===== src/rtl/i2c_cmd_arbiter.sv =====
// Round-robin arbiter sharing one i2c_master_byte command port between N_REQ requesters.
// Ownership is held for a whole START..STOP transaction; a watchdog forces STOP on a stalled owner.
module i2c_cmd_arbiter #(
  parameter int unsigned N_REQ          = 2,
  parameter int unsigned DATA_WIDTH     = 8,
  parameter int unsigned TIMEOUT_CYCLES = 100000
) (
  input  logic                        clk_i,
  input  logic                        arstn_i,
  input  logic [N_REQ-1:0]            req_start_i,
  input  logic [N_REQ-1:0]            req_stop_i,
  input  logic [N_REQ-1:0]            req_read_i,
  input  logic [N_REQ-1:0]            req_write_i,
  input  logic [N_REQ-1:0]            req_ack_in_i,
  input  logic [N_REQ*DATA_WIDTH-1:0] req_din_i,
  output logic [DATA_WIDTH-1:0]       req_dout_o,
  output logic [N_REQ-1:0]            req_cmd_ack_o,
  output logic                        m_start_o,
  output logic                        m_stop_o,
  output logic                        m_read_o,
  output logic                        m_write_o,
  output logic                        m_ack_in_o,
  output logic [DATA_WIDTH-1:0]       m_din_o,
  input  logic [DATA_WIDTH-1:0]       m_dout_i,
  input  logic                        m_cmd_ack_i,
  output logic [N_REQ-1:0]            grant_o,
  output logic                        busy_o,
  output logic                        timeout_o
);

  localparam int unsigned IW = (N_REQ > 1) ? $clog2(N_REQ) : 1;
  localparam int unsigned CW = $clog2(TIMEOUT_CYCLES + 1);

  typedef enum logic [2:0] {
    ST_IDLE,
    ST_OWNED,
    ST_BUSY,
    ST_HOLD,
    ST_FSTOP
  } state_e;

  state_e           state_q, state_d;
  logic [IW-1:0]    owner_q, owner_d;
  logic [IW-1:0]    last_q, last_d;
  logic [N_REQ-1:0] grant_q, grant_d;
  logic [CW-1:0]    cnt_q, cnt_d;
  logic             timeout_q, timeout_d;

  logic [N_REQ-1:0] pend, cand;
  logic             own_start, own_stop, own_read, own_write, own_ack_in, own_pend;
  logic [DATA_WIDTH-1:0] own_din;

  assign pend = req_read_i | req_write_i | req_stop_i;
  assign cand = pend & req_start_i;

  assign own_start  = req_start_i[owner_q];
  assign own_stop   = req_stop_i[owner_q];
  assign own_read   = req_read_i[owner_q];
  assign own_write  = req_write_i[owner_q];
  assign own_ack_in = req_ack_in_i[owner_q];
  assign own_pend   = pend[owner_q];
  assign own_din    = req_din_i[owner_q*DATA_WIDTH +: DATA_WIDTH];

  // Round-robin: first START-bearing candidate after the previous owner, wrapping.
  logic          found;
  logic [IW-1:0] pick;
  int unsigned   idx;

  always_comb begin
    found = 1'b0;
    pick  = '0;
    idx   = 0;
    for (int unsigned k = 1; k <= N_REQ; k++) begin
      idx = (32'(last_q) + k) % N_REQ;
      if (!found && cand[IW'(idx)]) begin
        found = 1'b1;
        pick  = IW'(idx);
      end
    end
  end

  always_comb begin
    state_d       = state_q;
    owner_d       = owner_q;
    last_d        = last_q;
    grant_d       = grant_q;
    cnt_d         = '0;
    timeout_d     = 1'b0;
    m_start_o     = 1'b0;
    m_stop_o      = 1'b0;
    m_read_o      = 1'b0;
    m_write_o     = 1'b0;
    m_ack_in_o    = 1'b0;
    m_din_o       = '0;
    req_cmd_ack_o = '0;
    req_dout_o    = '0;

    case (state_q)
      ST_IDLE: begin
        if (found) begin
          owner_d       = pick;
          grant_d       = '0;
          grant_d[pick] = 1'b1;
          state_d       = ST_OWNED;
        end
      end
      ST_OWNED: begin
        m_start_o  = own_start;
        m_stop_o   = own_stop;
        m_read_o   = own_read;
        m_write_o  = own_write;
        m_ack_in_o = own_ack_in;
        m_din_o    = own_din;
        // A pending command beats a coincident watchdog expiry.
        if (own_pend) begin
          state_d = ST_BUSY;
        end else if (cnt_q == CW'(TIMEOUT_CYCLES - 1)) begin
          state_d = ST_FSTOP;
        end else begin
          cnt_d = cnt_q + 1'b1;
        end
      end
      ST_BUSY: begin
        m_start_o  = own_start;
        m_stop_o   = own_stop;
        m_read_o   = own_read;
        m_write_o  = own_write;
        m_ack_in_o = own_ack_in;
        m_din_o    = own_din;
        if (m_cmd_ack_i) begin
          req_cmd_ack_o = grant_q;
          req_dout_o    = m_dout_i;
          if (own_stop) begin
            state_d = ST_IDLE;
            last_d  = owner_q;
            grant_d = '0;
          end else begin
            state_d = ST_HOLD;
          end
        end
      end
      ST_HOLD: begin
        m_ack_in_o = own_ack_in;
        m_din_o    = own_din;
        state_d    = ST_OWNED;
      end
      ST_FSTOP: begin
        m_stop_o = 1'b1;
        if (m_cmd_ack_i) begin
          state_d   = ST_IDLE;
          timeout_d = 1'b1;
          last_d    = owner_q;
          grant_d   = '0;
        end
      end
      default: state_d = ST_IDLE;
    endcase
  end

  always_ff @(posedge clk_i or negedge arstn_i) begin
    if (!arstn_i) begin
      state_q   <= ST_IDLE;
      owner_q   <= '0;
      last_q    <= IW'(N_REQ - 1);
      grant_q   <= '0;
      cnt_q     <= '0;
      timeout_q <= 1'b0;
    end else begin
      state_q   <= state_d;
      owner_q   <= owner_d;
      last_q    <= last_d;
      grant_q   <= grant_d;
      cnt_q     <= cnt_d;
      timeout_q <= timeout_d;
    end
  end

  assign grant_o   = grant_q;
  assign busy_o    = (state_q != ST_IDLE);
  assign timeout_o = timeout_q;

endmodule

===== config.mk =====
export PLATFORM = sky130hd
export DESIGN_NAME = i2c_cmd_arbiter
export DESIGN_NICKNAME = d
export VERILOG_FILES = /design/src/rtl/i2c_cmd_arbiter.sv
export SDC_FILE = /design/constraint.sdc
export NUM_CORES = 1
export LEC_CHECK = 0
export ABC_AREA = 0
export BUFFER_PORTS_ARGS = -buffer_cell sky130_fd_sc_hd__clkbuf_2
export CORE_MARGIN = 2
export CORE_UTILIZATION = 41
export CTS_BUF_LIST = sky130_fd_sc_hd__clkbuf_16
export DETAILED_ROUTE_END_ITERATION = 12
export PLACE_DENSITY_LB_ADDON = 0.08
export SYNTH_ARGS = -nofsm -noshare
export SYNTH_HDL_FRONTEND = slang
export SYNTH_SLANG_ARGS = --single-unit

===== constraint.sdc =====
create_clock -name clk_i -period 3.15 [get_ports clk_i]
set_clock_uncertainty 0.1 [all_clocks]
set_input_delay 0.4725 -clock clk_i [delete_from_list [all_inputs] [get_ports clk_i]]
set_output_delay 0.4725 -clock clk_i [all_outputs]
set_load 0.01 [all_outputs]

==> impl_metrics.json, run 1 <==
{
  "hold_class": "in2async",
  "max_stage_delay_ps": 660,
  "cp_top_family": "simple AND/OR/NAND/NOR gates",
  "worstSetupPathType": "reg2out",
  "yosysTopAreaCell": "dfrtp_1",
  "crit_buf_inv": 2,
  "die_h_microns": 67.3,
  "postCtsHoldBufs": 0,
  "worst_pin_slew_ps": 771,
  "cpMaxStageDelayCell": "nor3b_1",
  "dieArea_sq_mm": 0.00453,
  "overflow": 0,
  "fill_cells": 376,
  "cts_tree": "built",
  "cts-htree-levels": 1,
  "detail_route.iter0.violations": 90,
  "maxCapViolCount": 0,
  "r2r-start": "cnt_q[5]",
  "netlist_area_sq_mm": 0.00164,
  "gp_congestion": 0.884,
  "tns_ps": 0,
  "synth_top_area_share": 0.366,
  "peakVddDrop_uv": 316,
  "die_w_microns": 67.3,
  "grt_pass1_wl_microns": 5880,
  "diodes": 0,
  "vias": 1487,
  "slew-limit-headroom": 0.485,
  "ys_seq_area_frac": 0.382,
  "root_buffer": "clkbuf_16",
  "wl_microns": 3760,
  "setup_violations": 0,
  "syn_area_per_cell_sq_um": 9.33,
  "hold_viol": 0,
  "crit_required_ps": 2580,
  "start_util": 0.439,
  "power.leakage_nw": 0.971,
  "post_cts_buffers": 0,
  "crit_chain": "inv_1, nand2_1, nor3b_1, and2_1, clkbuf_2",
  "dp.cells": 282,
  "cts_buffers": 3,
  "hpwl_microns": 2930,
  "hold_ws_ps": 112,
  "yosys_register_bits": 25,
  "synthCells": 176,
  "grt_pass1_vias": 1270,
  "grt_max_degree": 26,
  "syn_to_final_growth_pct": 25.6,
  "period_share": 0.799,
  "r2r-end": "state_q[0]",
  "antenna_left": 0,
  "antenna_found_initial": 0,
  "track_usage": 0.170,
  "ctsResizeCount": 0,
  "drc": 0,
  "clock_latency_ps": 260,
  "rows": 22,
  "design.core.area_sq_mm": 0.00374,
  "critPathArrivalTime_ps": 1940,
  "fin_crit_ps": 2520,
  "synth-main-ff-cell": "dfrtp_1",
  "powerDensity_mw_per_mm2": 667,
  "drive_gt1_frac": 0.328,
  "finalNonFillerCells": 286,
  "async_reset_ff_frac": 1.00,
  "critPathLaunchType": "flop",
  "io_pins": 64,
  "cts_buffer_depth": 2,
  "crit_fanout": 10,
  "fin_nets": 277,
  "rrSetupSlack_ps": 1320,
  "rsz0062_at_grt": "false",
  "final_max_slew_viol_count": 0,
  "dr.pass1.iters": 4,
  "synth.distinct_cells": 44,
  "wl_per_cell_microns": 13.1,
  "vias_per_cell": 5.20,
  "outcome": "finished clean",
  "path_clk_slew_ps": 60,
  "cp-end-kind": "output port",
  "syn-num-nets": 214,
  "synth-edff-count": 0,
  "timing.fmax_ghz": 0.397,
  "synth_top_cells_by_area": "dfrtp_1 (37%), mux2i_1 (8.5%), nor2_1 (7.5%), xnor2_1 (4.8%), and2_1 (3.8%)",
  "place.port_buffers": 63,
  "worst_r2r_path_depth": 4,
  "fin_util": 0.551,
  "clock-sinks": 25,
  "yosys_warnings": 0
}
==> layout by cell type (no fill, tap or decap), types with 2 or more instances in the layout <==
| master | instances |
|---|---|
| nand3_1 | 8 |
| and4_1 | 3 |
| nand4_1 | 7 |
| and2_1 | 10 |
| nor3b_1 | 2 |
| nor3_1 | 5 |
| o41ai_1 | 2 |
| a21o_1 | 3 |
| mux2i_1 | 14 |
| nand2_1 | 6 |
| xor2_1 | 6 |
| inv_1 | 6 |
| clkbuf_16 | 3 |
| xnor2_1 | 9 |
| o21ai_0 | 5 |
| dfrtp_1 | 24 |
| clkbuf_2 | 63 |
| nor4_1 | 3 |
| o31ai_1 | 2 |
| nor2_1 | 33 |
==> worst max-delay path by stage <==
| stage | start | to | slack, ps | cells past startpoint |
|---|---|---|---|---|
| 6_report | state_q[0] | req_dout_o[5] | 630 | 5 |
| 5_1_grt | state_q[0] | req_dout_o[5] | 500 | 5 |
| 4_1_cts | state_q[0] | req_dout_o[5] | 620 | 5 |
| 3_5_place_dp | state_q[0] | req_dout_o[5] | 920 | 5 |
| 3_3_place_gp | state_q[0] | req_dout_o[6] | 980 | 5 |
| 2_1_floorplan | state_q[0] | req_cmd_ack_o[0] | 1320 | 4 |
==> cell type report <==
cell class | instances | area [sq um] | area share
Inverter | 5 | 18.8 | 0.00910
Sequential cell | 25 | 627 | 0.304
Clock buffer | 3 | 75.1 | 0.0364
Timing Repair Buffer | 64 | 323 | 0.157
Multi-Input combinational cell | 140 | 955 | 0.463
Clock inverter | 1 | 3.75 | 0.00182
Tap cell | 48 | 60.1 | 0.0291
==> synth_stat cells (all sizes together), types with 3 or more instances <==
library cell  instances
xnor2                 9
nor4                  5
nand2                 6
nor3                  6
mux2i                14
xor2                  6
nor2                 33
inv                   5
dfrtp                24
nand3                 9
and2                 10
and4                  3
nand4                 8
o21ai                 7
a21o                  3
buf                   5
==> cells by family after synthesis <==
logic type	synth area share
buffers and inverters	0.0366
xor gates and xnor gates	0.0800
DFF	0.382
adders and majority gates	0.00762
and+or+nand+nor	0.309
muxes	0.0922
AOI/OAI and AO/OA	0.0930
==> sequential cells by signal (all words and copies together), names as in the netlist <==
| name | flops |
|---|---|
| last_q | 1 |
| owner_q | 1 |
| timeout_o | 1 |
| grant_o | 2 |
| state_q | 3 |
| cnt_q | 17 |
==> where the power goes <==
part	switching (mW)	total (mW)	internal, mW	leakage [nW]
Sequential	0.0468	0.418	0.371	0.336
Combinational	0.383	0.683	0.300	0.593
Clock	0.105	0.274	0.169	0.0423
==> per-stage QoR <==
stage,power [mW],area (sq um),setup slack [ps]
4_1_cts,1.39,2060,621
3_3_place_gp,1.12,1980,983
5_1_grt,1.48,2060,497
6_report,1.37,2060,634
2_1_floorplan,0.894,1640,1320
3_5_place_dp,1.11,1980,917
==> layer usage <==
metal | vias up | GRT usage | part of all wire
met5 | - | 0 | 0
met4 | 0 | 0.0459 | 0.0061
met3 | 2 | 0.0400 | 0.050
met2 | 38 | 0.264 | 0.47
met1 | 693 | 0.237 | 0.47
li1 | 754 | - | -
Power figures use the tool's default switching activity.
==> run 2: changes to the inputs <==
clock period = 2.3 ns   (was 3.15 ns; I/O delays follow)
==> impl_metrics.json, run 2 (same netlist as run 1, synthesis figures left out) <==
{
  "dieArea_sq_mm": 0.00453,
  "powerDensity_mw_per_mm2": 912,
  "hold_viol": 24,
  "root_buffer": "clkbuf_16",
  "rsz0062_at_grt": "false",
  "max_stage_delay_ps": 520,
  "wl_per_cell_microns": 13.3,
  "antenna_left": 0,
  "vias_per_cell": 5.23,
  "cts_buffer_depth": 2,
  "grt_pass1_wl_microns": 5970,
  "mostFrequentLayoutCells": "clkbuf_2 (63), nor2_1 (33), dfrtp_1 (24), mux2i_1 (14), and2_1 (10)",
  "grt_max_degree": 26,
  "dr.pass1.iters": 6,
  "fin_nets": 278,
  "overflow": 0,
  "largest_register_ffs": 17,
  "antenna_found_initial": 0,
  "slew-limit-headroom": 0.591,
  "design.core.area_sq_mm": 0.00374,
  "cpMaxStageDelayCell": "dfrtp_1",
  "cp_top_family": "flip-flops",
  "rrSetupSlack_ps": 560,
  "die_w_microns": 67.3,
  "ctsResizeCount": 0,
  "crit_fanout": 9,
  "power.leakage_nw": 0.976,
  "outcome": "complete, but fails checks",
  "regMostFlops": "cnt_q",
  "fin_crit_ps": 2040,
  "critPathArrivalTime_ps": 1600,
  "violations": "negative hold slack",
  "setup_violations": 0,
  "grt_pass1_vias": 1331,
  "rows": 22,
  "period_share": 0.888,
  "place_area_sq_mm": 0.00199,
  "tns_ps": 0,
  "clock_latency_ps": 250,
  "hold_ws_ps": -8.54,
  "cts_buffers": 3,
  "path_clk_slew_ps": 60,
  "peakVddDrop_uv": 462,
  "drc": 0,
  "ff_latch_area_sq_um": 627,
  "maxCapViolCount": 0,
  "cts_tree": "built",
  "post_cts_buffers": 0,
  "diodes": 0,
  "cts-htree-levels": 1,
  "drive_gt1_frac": 0.331,
  "syn_to_final_growth_pct": 26.1,
  "hold_class": "in2async",
  "fill_cells": 356,
  "gp_congestion": 0.849,
  "start_util": 0.439,
  "critPathLaunchType": "flop",
  "total_power_mw": 1.89,
  "crit_chain": "inv_1, o21ai_1, nor2_1, clkbuf_2",
  "layout_commonest_cell": "clkbuf_2",
  "crit_buf_inv": 2,
  "hpwl_microns": 3070,
  "timing.fmax_ghz": 0.489,
  "worst_pin_slew_ps": 609,
  "final_max_slew_viol_count": 0,
  "io_pins": 64,
  "crit_required_ps": 1860,
  "detail_route.iter0.violations": 84,
  "track_usage": 0.174,
  "worstSetupPathType": "reg2out",
  "cp-end-kind": "output port",
  "die_h_microns": 67.3,
  "postCtsHoldBufs": 0,
  "clock-sinks": 25,
  "post-route-cell-area_sq_mm": 0.00207,
  "vias": 1501,
  "multi_input_area_sq_um": 955,
  "place.port_buffers": 63,
  "wl_microns": 3820
}
[run 2: area by class of cell]
class | count | share of cell area
Tap cell | 48 | 0.0290
Sequential cell | 25 | 0.303
Clock buffer | 3 | 0.0363
Clock inverter | 1 | 0.00181
Timing Repair Buffer | 65 | 0.160
Inverter | 5 | 0.00907
Multi-Input combinational cell | 140 | 0.461
[run 2: where the power goes]
group	switching, mW	leakage, nW	internal, mW
Clock	0.141	0.0423	0.232
Combinational	0.508	0.598	0.416
Sequential	0.0813	0.336	0.508
[run 2: worst paths after layout]
check | start | to | depth (start not counted)
worst max-delay path | state_q[2] | m_din_o[0] | 4
worst min-delay path | arstn_i | owner_q | 1
worst max register to register | cnt_q[0] | state_q[0] | 4
worst min register to register | cnt_q[0] | cnt_q[0] | 1
max in group asynchronous | arstn_i | cnt_q[16] | 1
min in group clk_i | m_cmd_ack_i | state_q[2] | 2
[run 2: worst reg2reg max path, delay by kind of cell, from the launching register on]
| family | cells | cell delay (ps) |
|---|---|---|
| fa+ha+maj | 1 | 240 |
| flops | 1 | 390 |
| compound gates | 2 | 540 |
| simple gates | 1 | 340 |
[run 2: stage by stage]
step | util | instances | setup WS (ps)
2_1_floorplan | - | 176 | 597
6_report | 0.553 | 287 | 257
4_1_cts | 0.553 | 287 | 245
3_3_place_gp | 0.532 | 283 | 496
3_5_place_dp | 0.532 | 283 | 509
5_1_grt | 0.553 | 287 | 80.0
[run 2: layer usage]
metal,vias to the layer above,GRT usage,part of all wire
li1,757,-,-
met1,709,0.235,0.45
met2,35,0.285,0.50
met3,0,0.0400,0.049
met4,0,0.0383,0
met5,-,0,0
==> run 3: changes to the inputs <==
SETUP_SLACK_MARGIN = 0.5   (was unset)
==> impl_metrics.json, run 3 (same netlist as run 1, synthesis figures left out) <==
{
  "peakVddDrop_uv": 478,
  "post-route-cell-area_sq_mm": 0.00222,
  "r2r-start": "owner_q",
  "tns_ps": 0,
  "track_usage": 0.183,
  "path_clk_slew_ps": 60,
  "overflow": 0,
  "cp-end-kind": "output port",
  "antenna_found_initial": 0,
  "grt_max_degree": 26,
  "fin_crit_ps": 1870,
  "die_w_microns": 67.3,
  "cp_top_family": "flip-flops",
  "fin_nets": 288,
  "crit_chain": "mux2i_2, nand4_1, a21o_1, clkbuf_2",
  "wl_per_cell_microns": 14.0,
  "max_stage_delay_ps": 410,
  "diodes": 0,
  "worst_pin_slew_ps": 606,
  "p_int_mw": 1.29,
  "vias_per_cell": 5.30,
  "dr.pass1.iters": 4,
  "place.port_buffers": 63,
  "cts_tree": "built",
  "clock-sinks": 25,
  "vias": 1575,
  "grt_pass1_vias": 1417,
  "path_depth": 4,
  "hold_viol": 24,
  "powerDensity_mw_per_mm2": 943,
  "maxCapViolCount": 0,
  "root_buffer": "clkbuf_16",
  "cts_buffers": 3,
  "slew-limit-headroom": 0.596,
  "hpwl_microns": 3070,
  "place_area_sq_mm": 0.00199,
  "cpMaxStageDelayCell": "dfrtp_2",
  "hold_class": "in2async",
  "antenna_left": 0,
  "period_share": 0.812,
  "die_h_microns": 67.3,
  "seqPwrFrac": 0.286,
  "power.switching_uw": 807,
  "wl_microns": 4170,
  "swShare": 0.385,
  "crit_end": "m_stop_o",
  "layout_commonest_cell": "clkbuf_2",
  "violations": "negative hold slack",
  "crit_buf_inv": 1,
  "mostFrequentLayoutCells": "clkbuf_2 (55), nor2_1 (32), dfrtp_1 (20), mux2i_1 (13)",
  "r2r-end": "owner_q",
  "io_pins": 64,
  "final_max_slew_viol_count": 0,
  "hold_ws_ps": -12.1,
  "largest_register_ffs": 17,
  "worst_r2r_path_depth": 6,
  "critPathLaunchType": "flop",
  "start_util": 0.439,
  "regMostFlops": "cnt_q",
  "clkPwrFrac": 0.179,
  "timing.fmax_ghz": 0.535,
  "outcome": "complete, but fails checks",
  "startpoint": "owner_q",
  "gp_congestion": 0.849,
  "dieArea_sq_mm": 0.00453,
  "crit_fanout": 4,
  "cts-htree-levels": 1,
  "rrSetupSlack_ps": 590,
  "power.leakage_nw": 1.04,
  "grt_pass1_wl_microns": 6290,
  "rsz0062_at_grt": "true",
  "rows": 22,
  "clock_latency_ps": 260,
  "crit_required_ps": 1860,
  "detail_route.iter0.violations": 79,
  "worstSetupPathType": "reg2out",
  "p_comb_frac": 0.535,
  "cts_buffer_depth": 2,
  "setup_violations": 0,
  "drc": 0,
  "critPathArrivalTime_ps": 1420,
  "drive_gt1_frac": 0.414,
  "syn_to_final_growth_pct": 35.4,
  "fin_util": 0.594,
  "design.core.area_sq_mm": 0.00374
}
==> run 3: cell count changes in the layout (fill, tap and decap cells not counted), sizes merged <==
cell | previous run | this run
clkbuf | 66 | 58
buf | 2 | 19
a41o | 1 | 2
==> run 3: timing repair <==
action / 4_1_cts / 5_1_grt
setup endpoints to repair: 23 / 39
buffers inserted: 7 / 1
hold buffers: 0 / 0
gates resized for setup: 11 / 18
cloned: 1 / 1
pin swaps: 6 / 8
==> run 3: area by class of cell <==
cell class / instances / area (sq um)
fillers: 345 / 1520
multi-input cells: 141 / 1030
flip-flops and latches: 25 / 632
repair buffers: 74 / 399
clock buffers: 3 / 75.1
well taps: 48 / 60.1
inverters: 5 / 18.8
clock inverters: 1 / 3.75
==> run 3: worst min path at each step <==
stage,start,to,cells past startpoint
after floorplan,arstn_i,cnt_q[0],0
after global placement,arstn_i,grant_o[1],1
after detailed placement,arstn_i,grant_o[1],1
after CTS,arstn_i,cnt_q[2],1
after global routing,arstn_i,grant_o[1],1
final,arstn_i,grant_o[1],1
==> run 3: power by group through the flow <==
stage	sequential, mW	combinational [mW]	clock (mW)
2_1_floorplan	0.556	0.668	0
3_3_place_gp	0.596	0.937	0
3_5_place_dp	0.596	0.930	0
4_1_cts	0.586	1.05	0.388
5_1_grt	0.609	1.23	0.406
6_report	0.600	1.12	0.374
==> run 3: layer usage <==
| layer | global-route usage | part of all wire | vias up |
|---|---|---|---|
| li1 | - | - | 786 |
| met1 | 0.238 | 0.45 | 749 |
| met2 | 0.304 | 0.51 | 40 |
| met3 | 0.0417 | 0.047 | 0 |
| met4 | 0.0510 | 0 | 0 |
| met5 | 0 | 0 | - |
==> run 3: through the flow <==
| stage | total power [mW] | hold slack [ps] | std cells | setup slack (ps) |
|---|---|---|---|---|
| global route | 2.25 | 51.5 | 297 | 349 |
| global placement | 1.53 | 285 | 283 | 496 |
| detailed placement | 1.53 | 295 | 283 | 509 |
| floorplan | 1.22 | -50.6 | 176 | 597 |
| finish | 2.09 | -12.1 | 297 | 432 |
| CTS | 2.03 | 16.4 | 295 | 427 |
